$ cat src/rtl/ymdac_pkg.sv
// Shared constants, word layout and float-to-linear conversion for the YM3012 DAC stage.
package ymdac_pkg;

   localparam int unsigned FRAME_BITS_DEF = 16;
   localparam int unsigned SD_WIDTH_DEF   = 16;

   localparam int unsigned PAD_LSB  = 0;
   localparam int unsigned PAD_MSB  = 2;
   localparam int unsigned MANT_LSB = 3;
   localparam int unsigned MANT_MSB = 12;
   localparam int unsigned EXP_LSB  = 13;
   localparam int unsigned EXP_MSB  = 15;

   localparam int unsigned LFSR_W   = 16;
   localparam logic [LFSR_W-1:0] LFSR_SEED = 16'hACE1;
   // Galois right-shift mask for taps 16,14,13,11
   localparam logic [LFSR_W-1:0] LFSR_TAPS = 16'hB400;

   typedef struct packed {
      logic [EXP_MSB-EXP_LSB:0]   exp;
      logic [MANT_MSB-MANT_LSB:0] mant;
      logic [PAD_MSB-PAD_LSB:0]   pad;
   } ym_word_t;

   // Mantissa MSB is stored inverted; exponent 0 means silence, otherwise shift by E-1.
   function automatic logic signed [15:0] ym_to_linear(input ym_word_t w);
      logic signed [9:0]  m;
      logic signed [15:0] m_ext;
      logic signed [15:0] res;
      m     = {~w.mant[9], w.mant[8:0]};
      m_ext = {{6{m[9]}}, m};
      if (w.exp == 3'd0) begin
         res = 16'sd0;
      end else begin
         res = m_ext <<< (w.exp - 3'd1);
      end
      return res;
   endfunction

endpackage

$ cat src/rtl/sd_mod1.sv
// Single-channel first-order sigma-delta modulator; bit_out is the accumulator carry.
module sd_mod1
   import ymdac_pkg::*;
#(
   parameter int unsigned SD_WIDTH = SD_WIDTH_DEF
) (
   input  logic                sys_clk,
   input  logic                sys_rst,
   input  logic [SD_WIDTH-1:0] sample,
   input  logic [3:0]          dither,
   output logic                bit_out
);

   localparam int unsigned AW = SD_WIDTH + 1;

   logic [AW-1:0]       acc;
   logic [AW-1:0]       acc_nxt;
   logic [SD_WIDTH-1:0] u;
   logic [AW-1:0]       dither_x;

   // Offset-binary input plus sign-extended dither folded into the running sum
   always_comb begin
      u        = {~sample[SD_WIDTH-1], sample[SD_WIDTH-2:0]};
      dither_x = {{(AW-4){dither[3]}}, dither};
      acc_nxt  = {1'b0, acc[SD_WIDTH-1:0]} + {1'b0, u} + dither_x;
   end

   // Accumulator register; its top bit is the carry of the latest sum
   always_ff @(posedge sys_clk or posedge sys_rst) begin
      if (sys_rst) begin
         acc <= '0;
      end else begin
         acc <= acc_nxt;
      end
   end

   assign bit_out = acc[AW-1];

endmodule

$ cat src/rtl/ym3012_dac.sv
// YM3012-format serial deserialiser, float-to-PCM conversion and two sigma-delta outputs.
// Optional build macro: YM3012_DAC_DITHER_EN adds a shared 16-bit LFSR dither source.
module ym3012_dac
   import ymdac_pkg::*;
#(
   parameter int unsigned FRAME_BITS = FRAME_BITS_DEF,
   parameter int unsigned SD_WIDTH   = SD_WIDTH_DEF
) (
   input  logic                       sys_clk,
   input  logic                       sys_rst,
   input  logic                       ym_bit_en,
   input  logic                       so,
   input  logic                       sh1,
   input  logic                       sh2,
   output logic signed [SD_WIDTH-1:0] sample_l,
   output logic signed [SD_WIDTH-1:0] sample_r,
   output logic                       sample_valid,
   output logic                       audio_l,
   output logic                       audio_r
);

   logic [FRAME_BITS-1:0] shreg;
   logic                  sh1_q;
   logic                  sh2_q;
   ym_word_t              word_l;
   ym_word_t              word_r;
   logic                  lat_l_q;
   logic                  lat_r_q;
   logic                  fall_l_c;
   logic                  fall_r_c;
   logic [3:0]            dither_l;
   logic [3:0]            dither_r;

   // SH falling edges are only recognised at strobe instants
   always_comb begin
      fall_l_c = ym_bit_en & sh1_q & ~sh1;
      fall_r_c = ym_bit_en & sh2_q & ~sh2;
   end

   // LSB-first shift register and SH history, advanced on each bit strobe
   always_ff @(posedge sys_clk or posedge sys_rst) begin
      if (sys_rst) begin
         shreg <= '0;
         sh1_q <= 1'b0;
         sh2_q <= 1'b0;
      end else if (ym_bit_en) begin
         shreg <= {so, shreg[FRAME_BITS-1:1]};
         sh1_q <= sh1;
         sh2_q <= sh2;
      end
   end

   // Capture the completed word (pre-shift value) on a falling SH edge
   always_ff @(posedge sys_clk or posedge sys_rst) begin
      if (sys_rst) begin
         word_l  <= '0;
         word_r  <= '0;
         lat_l_q <= 1'b0;
         lat_r_q <= 1'b0;
      end else begin
         lat_l_q <= fall_l_c;
         lat_r_q <= fall_r_c;
         if (fall_l_c) begin
            word_l <= ym_word_t'(shreg);
         end
         if (fall_r_c) begin
            word_r <= ym_word_t'(shreg);
         end
      end
   end

   // Convert latched words one cycle later; a single valid pulse covers both channels
   always_ff @(posedge sys_clk or posedge sys_rst) begin
      if (sys_rst) begin
         sample_l     <= '0;
         sample_r     <= '0;
         sample_valid <= 1'b0;
      end else begin
         sample_valid <= lat_l_q | lat_r_q;
         if (lat_l_q) begin
            sample_l <= ym_to_linear(word_l);
         end
         if (lat_r_q) begin
            sample_r <= ym_to_linear(word_r);
         end
      end
   end

`ifdef YM3012_DAC_DITHER_EN
   logic [LFSR_W-1:0] lfsr;

   // Free-running Galois LFSR shared by both channels
   always_ff @(posedge sys_clk or posedge sys_rst) begin
      if (sys_rst) begin
         lfsr <= LFSR_SEED;
      end else begin
         lfsr <= {1'b0, lfsr[LFSR_W-1:1]} ^ (lfsr[0] ? LFSR_TAPS : LFSR_W'(0));
      end
   end

   assign dither_l = lfsr[3:0];
   assign dither_r = {lfsr[0], lfsr[1], lfsr[2], lfsr[3]};
`else
   assign dither_l = 4'd0;
   assign dither_r = 4'd0;
`endif

   sd_mod1 #(.SD_WIDTH(SD_WIDTH)) u_mod_l (
      .sys_clk (sys_clk),
      .sys_rst (sys_rst),
      .sample  (sample_l),
      .dither  (dither_l),
      .bit_out (audio_l)
   );

   sd_mod1 #(.SD_WIDTH(SD_WIDTH)) u_mod_r (
      .sys_clk (sys_clk),
      .sys_rst (sys_rst),
      .sample  (sample_r),
      .dither  (dither_r),
      .bit_out (audio_r)
   );

endmodule
$ cat config.mk
export PLATFORM = sky130hd
export DESIGN_NAME = ym3012_dac
export DESIGN_NICKNAME = d
export VERILOG_FILES = /design/src/rtl/ymdac_pkg.sv /design/src/rtl/sd_mod1.sv /design/src/rtl/ym3012_dac.sv
export SDC_FILE = /design/constraint.sdc
export NUM_CORES = 1
export LEC_CHECK = 0
export ABC_CLOCK_PERIOD_IN_PS = 3510
export CAP_MARGIN = 20
export CORE_MARGIN = 5
export CORE_UTILIZATION = 55
export CTS_CLUSTER_DIAMETER = 150
export CTS_CLUSTER_SIZE = 24
export DETAILED_ROUTE_END_ITERATION = 10
export PLACE_DENSITY = 0.75
export REMOVE_ABC_BUFFERS = 1
export SYNTH_ARGS = -nofsm -noshare
export SYNTH_HDL_FRONTEND = slang
export SYNTH_HIERARCHICAL = 1
export SYNTH_SLANG_ARGS = --single-unit
$ cat constraint.sdc
create_clock -name sys_clk -period 3.51 [get_ports sys_clk]
set_input_delay 0.5265 -clock sys_clk [delete_from_list [all_inputs] [get_ports sys_clk]]
set_output_delay 0.5265 -clock sys_clk [all_outputs]
set_load 0.05 [all_outputs]
# Word level (Yosys, flattened, before mapping)
# Cells that the tools add are included.
[word_totals] ff_bits=113 latchBits=0 mem_bits_rw=0 mem_bits_ro=0 output_inout_bits=35 word_cells=35 memories=0
[classes] add_sub_neg=4 n_mul=0 div=0 n_lt_le_gt_ge=0 n_eq_ne=0 shift=2 mux=2 bitwise_logic=11 n_reduce_logical=2
[op_table] op="16-bit by 16-bit adder with 17-bit output" n=2
[op_table] op="16-bit 2-to-1 mux" n=2
[op_table] op="10-bit by 3-bit <<< shifter with 16-bit output" n=2
[op_table] op="3-bit logical NOT" n=2
[op_table] op="1-bit NOT" n=6
[op_table] op="3-bit by 1-bit subtractor with 3-bit output, second input constant" n=2
[op_table] op="1-bit AND" n=4
[op_table] op="1-bit bitwise OR" n=1

# Logic depth before layout (Yosys ltp)
[depth] word_depth=3 ltp_mapped=12 ltp_nobuf=12

# By module
# Netlist, hierarchy kept.
[modules_own_cells] module="ym3012_dac" n_inst=1 cells_each=279 area_per_inst_um2=3612.2 seq_area_each_um2=1901.8
[modules_own_cells] module="sd_mod1 at u_mod_r" n_inst=1 cells_each=157 area_per_inst_um2=1615.3 seq_area_each_um2=425.4
[modules_own_cells] module="sd_mod1 at u_mod_l" n_inst=1 cells_each=130 area_per_inst_um2=1490.2 seq_area_each_um2=425.4

# Least setup slack after synthesis
# Ideal clock, no wire load.
[synth_path] path_type="register -> register" from="register sample_r[0]" to="register u_mod_r.acc[15]" setup_time_ns=0.124 arrival_time_ns=2.816 required_time_ns=3.386 slack_ns=0.570 stages_incl_launch_ff=12 n_path_buf=0 path_cell_list="dfrtp_1 -> inv_1 -> fa_1 -> inv_1 -> ha_1 -> inv_1 -> fa_1 -> and2b_1 -> o2111ai_2 -> a211oi_2 -> o211ai_1 -> a211o_1"
[synth_between] elab_chain_len=1
[synth_lines] item="start: declaration" line="ym3012_dac.sv:16" rtl="output logic signed [SD_WIDTH-1:0] sample_r,"
[synth_lines] item="start signal: assignment" line="ym3012_dac.sv:84" rtl="sample_r <= ym_to_linear(word_r);"
[synth_lines] item="16-bit by 16-bit adder with 17-bit output" line="sd_mod1.sv:25" rtl="acc_nxt = {1'b0, acc[SD_WIDTH-1:0]} + {1'b0, u} + dither_x;"
[synth_lines] item="net u_mod_r.acc_nxt[15]" line="sd_mod1.sv:17" rtl="logic [AW-1:0] acc_nxt;"
[synth_lines] item="end signal: assignment" line="sd_mod1.sv:33" rtl="acc <= acc_nxt;"
[synth_lines] item="end: declaration" line="sd_mod1.sv:16" rtl="logic [AW-1:0] acc;"
# The timed path passes the listed nets, and every way through them passes these cells.
# A chain may end at the register's enable or synchronous reset.

# Worst setup path after layout
[layout_path] from="register sample_r[1]" to="register u_mod_r.acc[15]"
# Same word-level chain as after synthesis.

==> impl_metrics.ini <==
[detailed_routing]
vias_per_cell = 5.66
ant_nets = 0
drc = 0
vias = 4443
finalWirelength_um = 13100
drt_iter0_drc = 343
dr.pass1.iters = 4
wire_per_inst_um = 16.7

[floorplanning]
dieArea_mm2 = 0.0145
fp.dieW_um = 121
ios = 41
die_y_um = 121
initial_core_util = 0.559
rows = 40
coreArea_mm2 = 0.0120

[timing]
setup-tns-final_ns = 0
drv_slew = 0
rsz0062_at_grt = no
finalCriticalPeriod_ns = 2.89
hold_viol_final = 0
worst-slew-pin-transition_ns = 0.805
clock.fmax_mhz = 346
setup_violations = 0
worst_clock_skew_ns = 0.0111
maxSlewHeadroom = 0.461
finalCritPeriodShare = 0.824

[finish]
fin_area_mm2 = 0.00766
n_fill_cell = 962
final_common_cell = dfrtp_1
num_antenna_cells = 0
layout-drive-gt1-share = 0.111
layout.nets = 707
area_delta_synth_final_pct = 14.0
stdcell_count = 785
final_cell_mix = 110 x dfrtp_1, 48 x inv_1, 40 x clkdlybuf4s50_1, 37 x mux2_1

[clocking]
cts_setup_buffers = 0
cts_tree = done
holdBufCountCts = 0
clk_pin_slew_ns = 0.08
cts_buffers = 9
cts_resized = 0
root_buffer = clkbuf_16
cts.sinks = 110
cts_buffer_depth = 2
htreeDepth = 3
clk_latency_ns = 0.35

[place]
dp.cells = 769
io_buffers = 40
place_area_mm2 = 0.00734
place.gp.congestion = 0.878
hpwl_um = 10100

[global_routing]
grt_antenna_before_repair = 0
grt_max_degree = 29
grt_pass1_wl_um = 22500
grt_pass1_vias = 4606
overflow = 0
track_usage = 0.192

[worst_setup_path]
path_common_cell = fa_1
start_kind = flip-flop
crit_type = reg -> reg
path_cells = fa_1, ha_1, inv_1, fa_1, and2b_1, o2111ai_2, a211oi_2, o211ai_1, a211o_1
crit_slowest_cell = fa_1
critPathMaxFanout = 4
crit_arrival_ns = 3.13
worstPathRequired_ns = 3.75
slowest_delay_ns = 0.56
end_kind = flip-flop

[synthesis]
ys_warn_count = 6
netlist_instances = 566
seq_area_frac_synth = 0.410
synth_edf_count = 0
synth_area_mm2 = 0.00672
avgSynthCellArea_um2 = 11.9
ys_ff_latch = 110
synth_cell_types = 67
ys.flop_type = dfrtp_1
synthArstFlopShare = 1.00

[hold_path]
worstHoldPathType = reg -> reg

[flow_run]
cap_violations = 0

[outcome]
status = completed
-- Yosys cell counts (10+ instances only) --
cell type | instances | area (um^2)
mux2_2 | 20 | 225
nand2b_1 | 28 | 175
nand2_1 | 22 | 82.6
mux2_1 | 37 | 417
ha_1 | 34 | 425
buf_2 | 16 | 80.1
dfrtp_1 | 110 | 2750
o221ai_1 | 23 | 201
o21ai_0 | 10 | 50.1
nor2_1 | 18 | 67.6
a21oi_1 | 17 | 85.1
mux2i_1 | 11 | 110
xnor2_1 | 17 | 149
inv_1 | 49 | 184
fa_1 | 34 | 681
-- layout make-up --
cell class / count / area, um^2 / area share
Multi-Input combinational cell: 418 / 3790 / 0.495
Sequential cell: 110 / 2750 / 0.360
Timing Repair Buffer: 44 / 430 / 0.0562
Clock buffer: 10 / 239 / 0.0312
Inverter: 50 / 188 / 0.0245
Tap cell: 147 / 184 / 0.0240
Clock inverter: 6 / 76.3 / 0.00997
-- path summary, 6_finish.rpt --
path                        startpoint              end  slack (ns)  cells past startpoint
max                        sample_r[1]  u_mod_r/acc[15]        0.62                      9
min                         word_l[14]       word_l[14]        0.51                      1
max reg2reg                sample_r[1]  u_mod_r/acc[15]        0.62                      9
min reg2reg                 word_l[14]       word_l[14]        0.51                      1
max in group asynchronous      sys_rst        word_r[3]        2.17                      3
min in group asynchronous      sys_rst      sample_r[0]        0.61                      2
-- worst max-delay path: cells and delay by family (launching register included) --
kind	cells	cell delay [ns]
fa+ha+maj	3	1.12
buf+inv	1	0.06
simple gates	1	0.24
flops	1	0.42
compound gates	4	0.95
-- flip-flops by register name, summed over array words and instances, names as in the netlist --
name	flops
sh2_q	1
sample_l	16
shreg	13
lat_r_q	1
word_l	13
u_mod_r/acc	17
sample_valid	1
sh1_q	1
sample_r	16
word_r	13
u_mod_l/acc	17
lat_l_q	1
-- layer usage --
metal | track usage | part of all wire | up-vias
li1 | - | - | 2123
met1 | 0.267 | 0.48 | 2235
met2 | 0.313 | 0.49 | 72
met3 | 0.0304 | 0.027 | 13
met4 | 0.0574 | 0.012 | 0
met5 | 0 | 0 | -
-- stage by stage --
step | hold WS, ns | util | worst slack [ns]
4_1_cts | 0.509 | 0.637 | 0.623
2_1_floorplan | 0.453 | - | 0.567
6_report | 0.508 | 0.637 | 0.619
3_5_place_dp | 0.492 | 0.611 | 0.631
5_1_grt | 0.530 | 0.637 | 0.480
3_3_place_gp | 0.481 | 0.611 | 0.719
-- logic make-up after synthesis --
logic type | share of synthesized area
xor gates and xnor gates | 0.0300
DFF | 0.410
buffers and inverters | 0.0451
and+or+nand+nor | 0.0820
AOI/OAI and AO/OA | 0.142
muxes | 0.126
adders and majority gates | 0.165
other | 0.000558
Power is left out: the tool's default activity adds up to more than one toggle a clock period on the data nets, which glitch-free logic cannot reach.
